===== config.mk =====
export PLATFORM = sky130hd
export DESIGN_NAME = store_buffer
export DESIGN_NICKNAME = d
export VERILOG_FILES = /design/src/rtl/store_buffer.sv
export SDC_FILE = /design/constraint.sdc
export NUM_CORES = 1
export LEC_CHECK = 0
export CORE_ASPECT_RATIO = 1.75
export CORE_UTILIZATION = 25
export DETAILED_ROUTE_END_ITERATION = 7
export DONT_BUFFER_PORTS = 1
export PLACE_DENSITY = 0.47
export SYNTH_ARGS = -nofsm -noshare
export SYNTH_HDL_FRONTEND = slang
export SYNTH_SLANG_ARGS = --single-unit

===== constraint.sdc =====
create_clock -name clk -period 5.1 [get_ports clk]
set_input_delay 1.275 -clock clk [delete_from_list [all_inputs] [get_ports clk]]
set_output_delay 1.275 -clock clk [all_outputs]
set_load 0.01 [all_outputs]

===== src/rtl/store_buffer.sv =====
// Store buffer for the MEM stage: builds byte masks, queues and coalesces
// same-word stores, drains them over req/gnt and flags load/store word hazards.
module store_buffer #(
  parameter int DEPTH = 4,
  parameter int PTR_W = 2
) (
  input  logic             clk,
  input  logic             rst_n,
  input  logic             st_valid,
  output logic             st_ready,
  input  logic [31:0]      st_addr,
  input  logic [31:0]      st_data,
  input  logic [2:0]       st_funct3,
  output logic             mem_req,
  input  logic             mem_gnt,
  output logic [31:0]      mem_addr,
  output logic [31:0]      mem_wdata,
  output logic [3:0]       mem_we,
  input  logic             ld_check_valid,
  input  logic [31:0]      ld_check_addr,
  output logic             ld_hazard,
  output logic [PTR_W:0]   count,
  output logic             empty
);
  localparam logic [2:0]     FNC_SB   = 3'b000;
  localparam logic [2:0]     FNC_SH   = 3'b001;
  localparam logic [2:0]     FNC_SW   = 3'b010;
  localparam logic [PTR_W:0] FULL_CNT = (PTR_W+1)'(DEPTH);
  localparam logic [PTR_W:0] TWO_CNT  = (PTR_W+1)'(2);

  logic [29:0]      r_wa   [DEPTH];
  logic [31:0]      r_data [DEPTH];
  logic [3:0]       r_mask [DEPTH];
  logic [PTR_W-1:0] r_wr_ptr, r_rd_ptr;
  logic [PTR_W:0]   r_count;

  logic [PTR_W-1:0] w_newest;
  logic [3:0]       w_mask;
  logic             w_legal, w_merge_hit, w_merge, w_enq, w_deq;
  logic [31:0]      w_merge_data;
  logic [DEPTH-1:0] w_hit;
  logic             w_unused;

  always_comb begin
    w_mask  = '0;
    w_legal = 1'b1;
    case (st_funct3)
      FNC_SB:  w_mask = 4'b0001 << st_addr[1:0];
      FNC_SH:  w_mask = st_addr[1] ? 4'b1100 : 4'b0011;
      FNC_SW:  w_mask = 4'b1111;
      default: w_legal = 1'b0;
    endcase
  end

  // With count>=2 the newest entry is never the head, so merging cannot
  // disturb data under an outstanding request.
  assign w_newest    = r_wr_ptr - PTR_W'(1);
  assign w_merge_hit = st_valid && (r_count >= TWO_CNT) && (st_addr[31:2] == r_wa[w_newest]);
  assign st_ready    = (r_count < FULL_CNT) || w_merge_hit;
  assign w_merge     = w_merge_hit && w_legal;
  assign w_enq       = st_valid && st_ready && w_legal && !w_merge_hit;
  assign w_deq       = (r_count != '0) && mem_gnt;

  always_comb begin
    w_merge_data = r_data[w_newest];
    for (int b = 0; b < 4; b++)
      if (w_mask[b]) w_merge_data[b*8 +: 8] = st_data[b*8 +: 8];
  end

  always_ff @(posedge clk or negedge rst_n) begin
    if (!rst_n) begin
      r_wr_ptr <= '0;
      r_rd_ptr <= '0;
      r_count  <= '0;
      for (int i = 0; i < DEPTH; i++) begin
        r_wa[i]   <= '0;
        r_data[i] <= '0;
        r_mask[i] <= '0;
      end
    end else begin
      if (w_enq) begin
        r_wa[r_wr_ptr]   <= st_addr[31:2];
        r_data[r_wr_ptr] <= st_data;
        r_mask[r_wr_ptr] <= w_mask;
        r_wr_ptr         <= r_wr_ptr + PTR_W'(1);
      end
      if (w_merge) begin
        r_data[w_newest] <= w_merge_data;
        r_mask[w_newest] <= r_mask[w_newest] | w_mask;
      end
      if (w_deq) r_rd_ptr <= r_rd_ptr + PTR_W'(1);
      case ({w_enq, w_deq})
        2'b10:   r_count <= r_count + (PTR_W+1)'(1);
        2'b01:   r_count <= r_count - (PTR_W+1)'(1);
        default: r_count <= r_count;
      endcase
    end
  end

  assign count     = r_count;
  assign empty     = (r_count == '0);
  assign mem_req   = !empty;
  assign mem_addr  = empty ? '0 : {r_wa[r_rd_ptr], 2'b00};
  assign mem_wdata = empty ? '0 : r_data[r_rd_ptr];
  assign mem_we    = empty ? '0 : r_mask[r_rd_ptr];

  // An entry is occupied when its distance from the head is below count.
  for (genvar i = 0; i < DEPTH; i++) begin : g_ent
    logic [PTR_W-1:0] w_ofs;
    assign w_ofs    = PTR_W'(i) - r_rd_ptr;
    assign w_hit[i] = ({1'b0, w_ofs} < r_count) && (r_wa[i] == ld_check_addr[31:2]);
  end

  assign ld_hazard = ld_check_valid && (|w_hit);
  assign w_unused  = ^ld_check_addr[1:0];
endmodule


# After elaboration in Yosys (flattened, before gate mapping)

Cells that the tools add are included.

Bits in registers: 271
Input bits: 104
Output and inout port bits: 75
Logic and storage cells: 120

Add/sub/neg operators: 9
Magnitude comparators: 11
Equal/unequal tests: 9
Shifts and indexed selects: 1
Muxes and demuxes: 48
Bitwise logic cells: 4
Reductions and logical operators: 23

Operator list:

| operator             | count |
|---|---|
| $bwmux W128          | 2 |
| $mux W128            | 2 |
| $mux W32             | 8 |
| $eq A30 B30 Y1       | 5 |
| $mux W30             | 5 |
| $bmux W32 S2         | 2 |
| $demux W32 S2        | 2 |
| $bmux W30 S2         | 2 |
| $bwmux W120          | 1 |
| $demux W30 S2        | 1 |
| $bwmux W16           | 2 |
| $mux W16             | 2 |
| $mux W4              | 8 |
| $mux W8              | 4 |
| $bmux W4 S2          | 2 |
| $demux W4 S2         | 2 |
| $logic_and A1 B1 Y1  | 14 |
| $lt A2 B3 Y1         | 4 |
| $pmux W4 S3          | 1 |
| $ge A3 B3 Y1 const B | 3 |
| $not A2 Y3           | 3 |
| $logic_not A3 Y1     | 2 |
| $lt A3 B1 Y1 const B | 2 |
| $pmux W3 S2          | 1 |
| other kinds (21)     | 25 |

# Logic depth before layout (Yosys ltp)

Depth in word-level cells: 14
Gate-level depth with buffers: 22
Depth with buffers taken out: 16

# Least setup slack after synthesis

OpenSTA, ideal clock, no wires.

Kind: reg2out
From: register r_wr_ptr[0]
To: output port st_ready
Arrival: 3241 ps
Data required time: 3825 ps
Slack: 584 ps
Stages on the path, launching flop included: 15
Path buffers: 5
Cell sequence: dfrtp_1 buf_6 buf_4 inv_1 clkbuf_1 ha_1 buf_4 buf_6 mux2_2 a221oi_1 o21ai_0 nor4_1 and4_1 nand2_1 nand2_1

Longest elaborated chain between the ends: 8

Ends and longest elaborated chain:

| item                                        | RTL line | RTL |
|---|---|---|
| from (decl)                                 | 34       | `logic [PTR_W-1:0] r_wr_ptr, r_rd_ptr;` |
| from (signal assigned)                      | 85       | `r_wr_ptr <= r_wr_ptr + PTR_W'(1);` |
| $sub A2 B1 Y2                               | 57       | `assign w_newest = r_wr_ptr - PTR_W'(1);` |
| via w_newest[0]                             | 37       | `logic [PTR_W-1:0] w_newest;` |
| $not A2 Y3 (implied by the code)            | 58       | `assign w_merge_hit = st_valid && (r_count >= TWO_CNT) && (st_addr[31:2] == r_wa[w_newest]);` |
| $bmux W30 S2                                | 58       |  |
| $mux W30 (implied by the code) (2 in a row) | 58       |  |
| $eq A30 B30 Y1                              | 58       |  |
| $logic_and A1 B1 Y1                         | 58       |  |
| $logic_or A1 B1 Y1                          | 59       | `assign st_ready = (r_count < FULL_CNT) \|\| w_merge_hit;` |
| to (decl)                                   | 10       | `output logic st_ready,` |

The timed path passes the listed nets, and every way through them passes these cells. The select of a mux whose other input is x is not followed.

# Worst setup path in the final report

From: register r_wr_ptr[1]
To: output port st_ready

Longest elaborated chain between the ends: 8

Ends and longest elaborated chain:

| item                                        | RTL line |
|---|---|
| $sub A2 B1 Y2                               | 57 |
| $not A2 Y3 (implied by the code)            | 58 |
| $bmux W30 S2                                | 58 |
| $mux W30 (implied by the code) (2 in a row) | 58 |
| $eq A30 B30 Y1                              | 58 |
| $logic_and A1 B1 Y1                         | 58 |
| $logic_or A1 B1 Y1                          | 59 |

Every way passes these cells. The select of a mux whose other input is x is not followed.

==> metrics <==
run status complete, no violations; core area a little over 0.07 mm²; area of the multi-input gates ~0.011 mm²; Initial Util 0.253; met3 WL between 4 and 5 mm; ranking of synthesized cells by area dfrtp_1 (38%), mux2i_1 (18%), mux4_2 (15%), mux2_2 (6.0%), xnor2_1 (5.1%); Register Area a little under 0.007 mm²; WP buf/inv 3; CP Cell Sequence inv_1, ha_4, buf_12, buf_4, mux4_2, xnor2_1, and4_1, and4_2, nand2_1, nand2_2; synthesized flop and latch total approximately 270; Critical Path Stages 10; top_reg_cell synth dfrtp_1; Iter 0 DRT Violations 696; first-pass GRT wire length approximately 95 mm; root buffer cell clkbuf_16; CTS Buffer Depth 3; metal1 wirelength 24.5 mm; Yosys top cell area share 0.379; Vias/cell 5.17; max_cap viols 0; Power per Cell Area between 700 and 800 mW/mm²; GPL Wtd Cong 0.920; Tmin final around 5 ns; startpoint types flop; Async SR Flop Fraction 1.00; first drt pass iteration count 6; commonest non-fill, non-tap cell in the layout mux2i_1; Critical-path top delay cell dfrtp_1; Die Width approximately 200 µm; latest clock arrival within the worst-skew pair roughly 0.54 ns; Cells after DPL between 2000 and 2500; total global-route track usage 0.181; setup tns final 0 ns; Mapped Area roughly 0.018 mm²; post-synthesis sequential area ratio 0.379; overall routed net length 65.8 mm; critical path launch point r_wr_ptr[1]; die footprint approximately 0.073 mm²; R2R cell count 12; Synth warnings 0; Clock Pin Slew Worst Setup and Hold Paths roughly 0.060 ns; max layer used met4; Fill cells approximately 7300; P_leak about 9.3 nW; Cells after Synth between 1000 and 1500; part of the cycle the worst path needs 0.957; Slew headroom 0.352; clock skew about 0.018 ns; Slowest Stage Delay on Critical Path approximately 0.44 ns; Req. time, crit path 3.83 ns; final net count 1541; Detail Route Antenna Nets 0; Worst setup EP type output pin; FP Rows ~130; hold_buf cts 0; Worst Path Arrival 3.61 ns; met2 wire len around 35 mm; CTS sink cnt between 200 and 300; Critical Path End st_ready; Top delay family on crit path simple AND/OR/NAND/NOR gates; vias in the first global route ~13000; most frequent cells in the layout mux2i_1 (313), dfrtp_1 (268), mux4_2 (118); final cell count without fillers 2366; die height ~360 µm; DRC viols 0; Final HPWL DP ~44 mm; final setup fails 0; VDD IR max 307 µV; Worst-Margin Slew 0.972 ns; largest net degree at the start of global routing between 200 and 300; syn avg cell area around 12 µm²; FF-to-FF setup slack a little under 0.7 ns; number of buffers created by CTS 34; Unique masters post-synth 56; HP Class in -> async; cell accounting for the most synthesized area dfrtp_1; RSZ-0062 raised after global routing false; H-tree depth 2; io pins roughly 180; R2R Path End r_data[109]; synthesis-to-layout area growth 13.2%; layout cells sized above 1 0.232; CTS tree done; CP max FO 9; antenna violations before repair 3; Setup Crit Path Kind reg -> out; vias about 12000; Max Slew Vio Count 0; # port buffers 0; final hold vios 0; number of flops mapped to enable cells by yosys 0; Max Fclk between 200 and 250 MHz; gr ovfl total 0; Crit Reg-Reg Startpoint r_wr_ptr[1]; routed wire length per instance around 28 µm
worst register-to-register path, delay by kind of cell (launching register included):
family,cells,cell delay (ns)
buffers and inverters,4,0.93
multiplexers,2,0.61
flip-flops,1,0.44
XOR/XNOR,1,0.36
AND/OR/NAND/NOR,4,1.56
adder cells (fa/ha/maj),1,0.39
through the flow:
step	utilization	cell area [µm²]	hold WS [ns]	setup slack, ns	power [mW]
2_1_floorplan	-	17900	0.494	0.584	9.55
3_3_place_gp	0.268	18900	0.512	0.364	11.8
3_5_place_dp	0.268	18900	0.522	0.293	12.0
4_1_cts	0.285	20200	0.398	0.00671	14.8
5_1_grt	0.286	20200	0.399	0.0232	15.5
6_report	0.286	20200	0.440	0.218	14.6
repair_timing:
item,in CTS,in global routing
pin swaps,1,1
resized for setup,1,12
setup endpoints to repair,1,1
cloned,1,0
setup buffers,3,0
where the power goes:
| part | internal [mW] | switching [mW] | total [mW] |
|---|---|---|---|
| Combinational | 3.75 | 3.96 | 7.71 |
| Sequential | 3.20 | 1.18 | 4.38 |
| Clock | 1.52 | 1.01 | 2.53 |
| Total | 8.47 | 6.15 | 14.6 |
area by class of cell:
class	count	area share
timing repair buffer	42	0.0237
clock buffer	53	0.0522
inverter	14	0.00260
sequential	271	0.336
multi-input combinational	1061	0.525
clock inverter	6	0.00427
tap	917	0.0567
antenna	2	0.000247
flip-flops by register name (all words and copies together), names as in the netlist:
| signal | flops |
|---|---|
| r_rd_ptr | 2 |
| r_wr_ptr | 2 |
| count | 3 |
| r_wa | 120 |
| r_data | 128 |
| r_mask | 16 |
how the worst min path moves through the flow:
stage	from	endpoint	slack [ns]	cells after the start
detailed placement	r_mask[5]	r_mask[5]	0.52	1
finish	rst_n	r_data[104]	0.44	0
global placement	r_mask[8]	r_mask[8]	0.51	1
floorplan	r_mask[4]	r_mask[4]	0.49	1
CTS	rst_n	r_data[65]	0.40	0
global route	rst_n	r_data[64]	0.40	0
per-layer routing:
layer	GRT usage	vias to the layer above
met5	0	-
met4	0.0700	0
met3	0.0472	89
met2	0.327	375
met1	0.200	6448
li1	-	5318
kinds of logic after synthesis:
group	count (synthesis)	share of synthesized area
AO/OA/AOI/OAI	85	0.0321
XOR/XNOR	151	0.0740
adder cells (fa/ha/maj)	13	0.00952
buffers and inverters	127	0.0350
flip-flops	271	0.379
multiplexers	530	0.386
other	1	0.000210
AND/OR/NAND/NOR	280	0.0838
Yosys cell counts, types with 17 or more instances:
cell type,count
mux2i_1,314
dfrtp_1,271
mux4_2,118
nand2_1,109
xnor2_1,105
mux2_2,96
and2_1,67
xor2_1,46
clkbuf_1,45
buf_2,32
nand4_1,31
o21ai_0,27
nor4_1,17
Power figures use the tool's default switching activity.
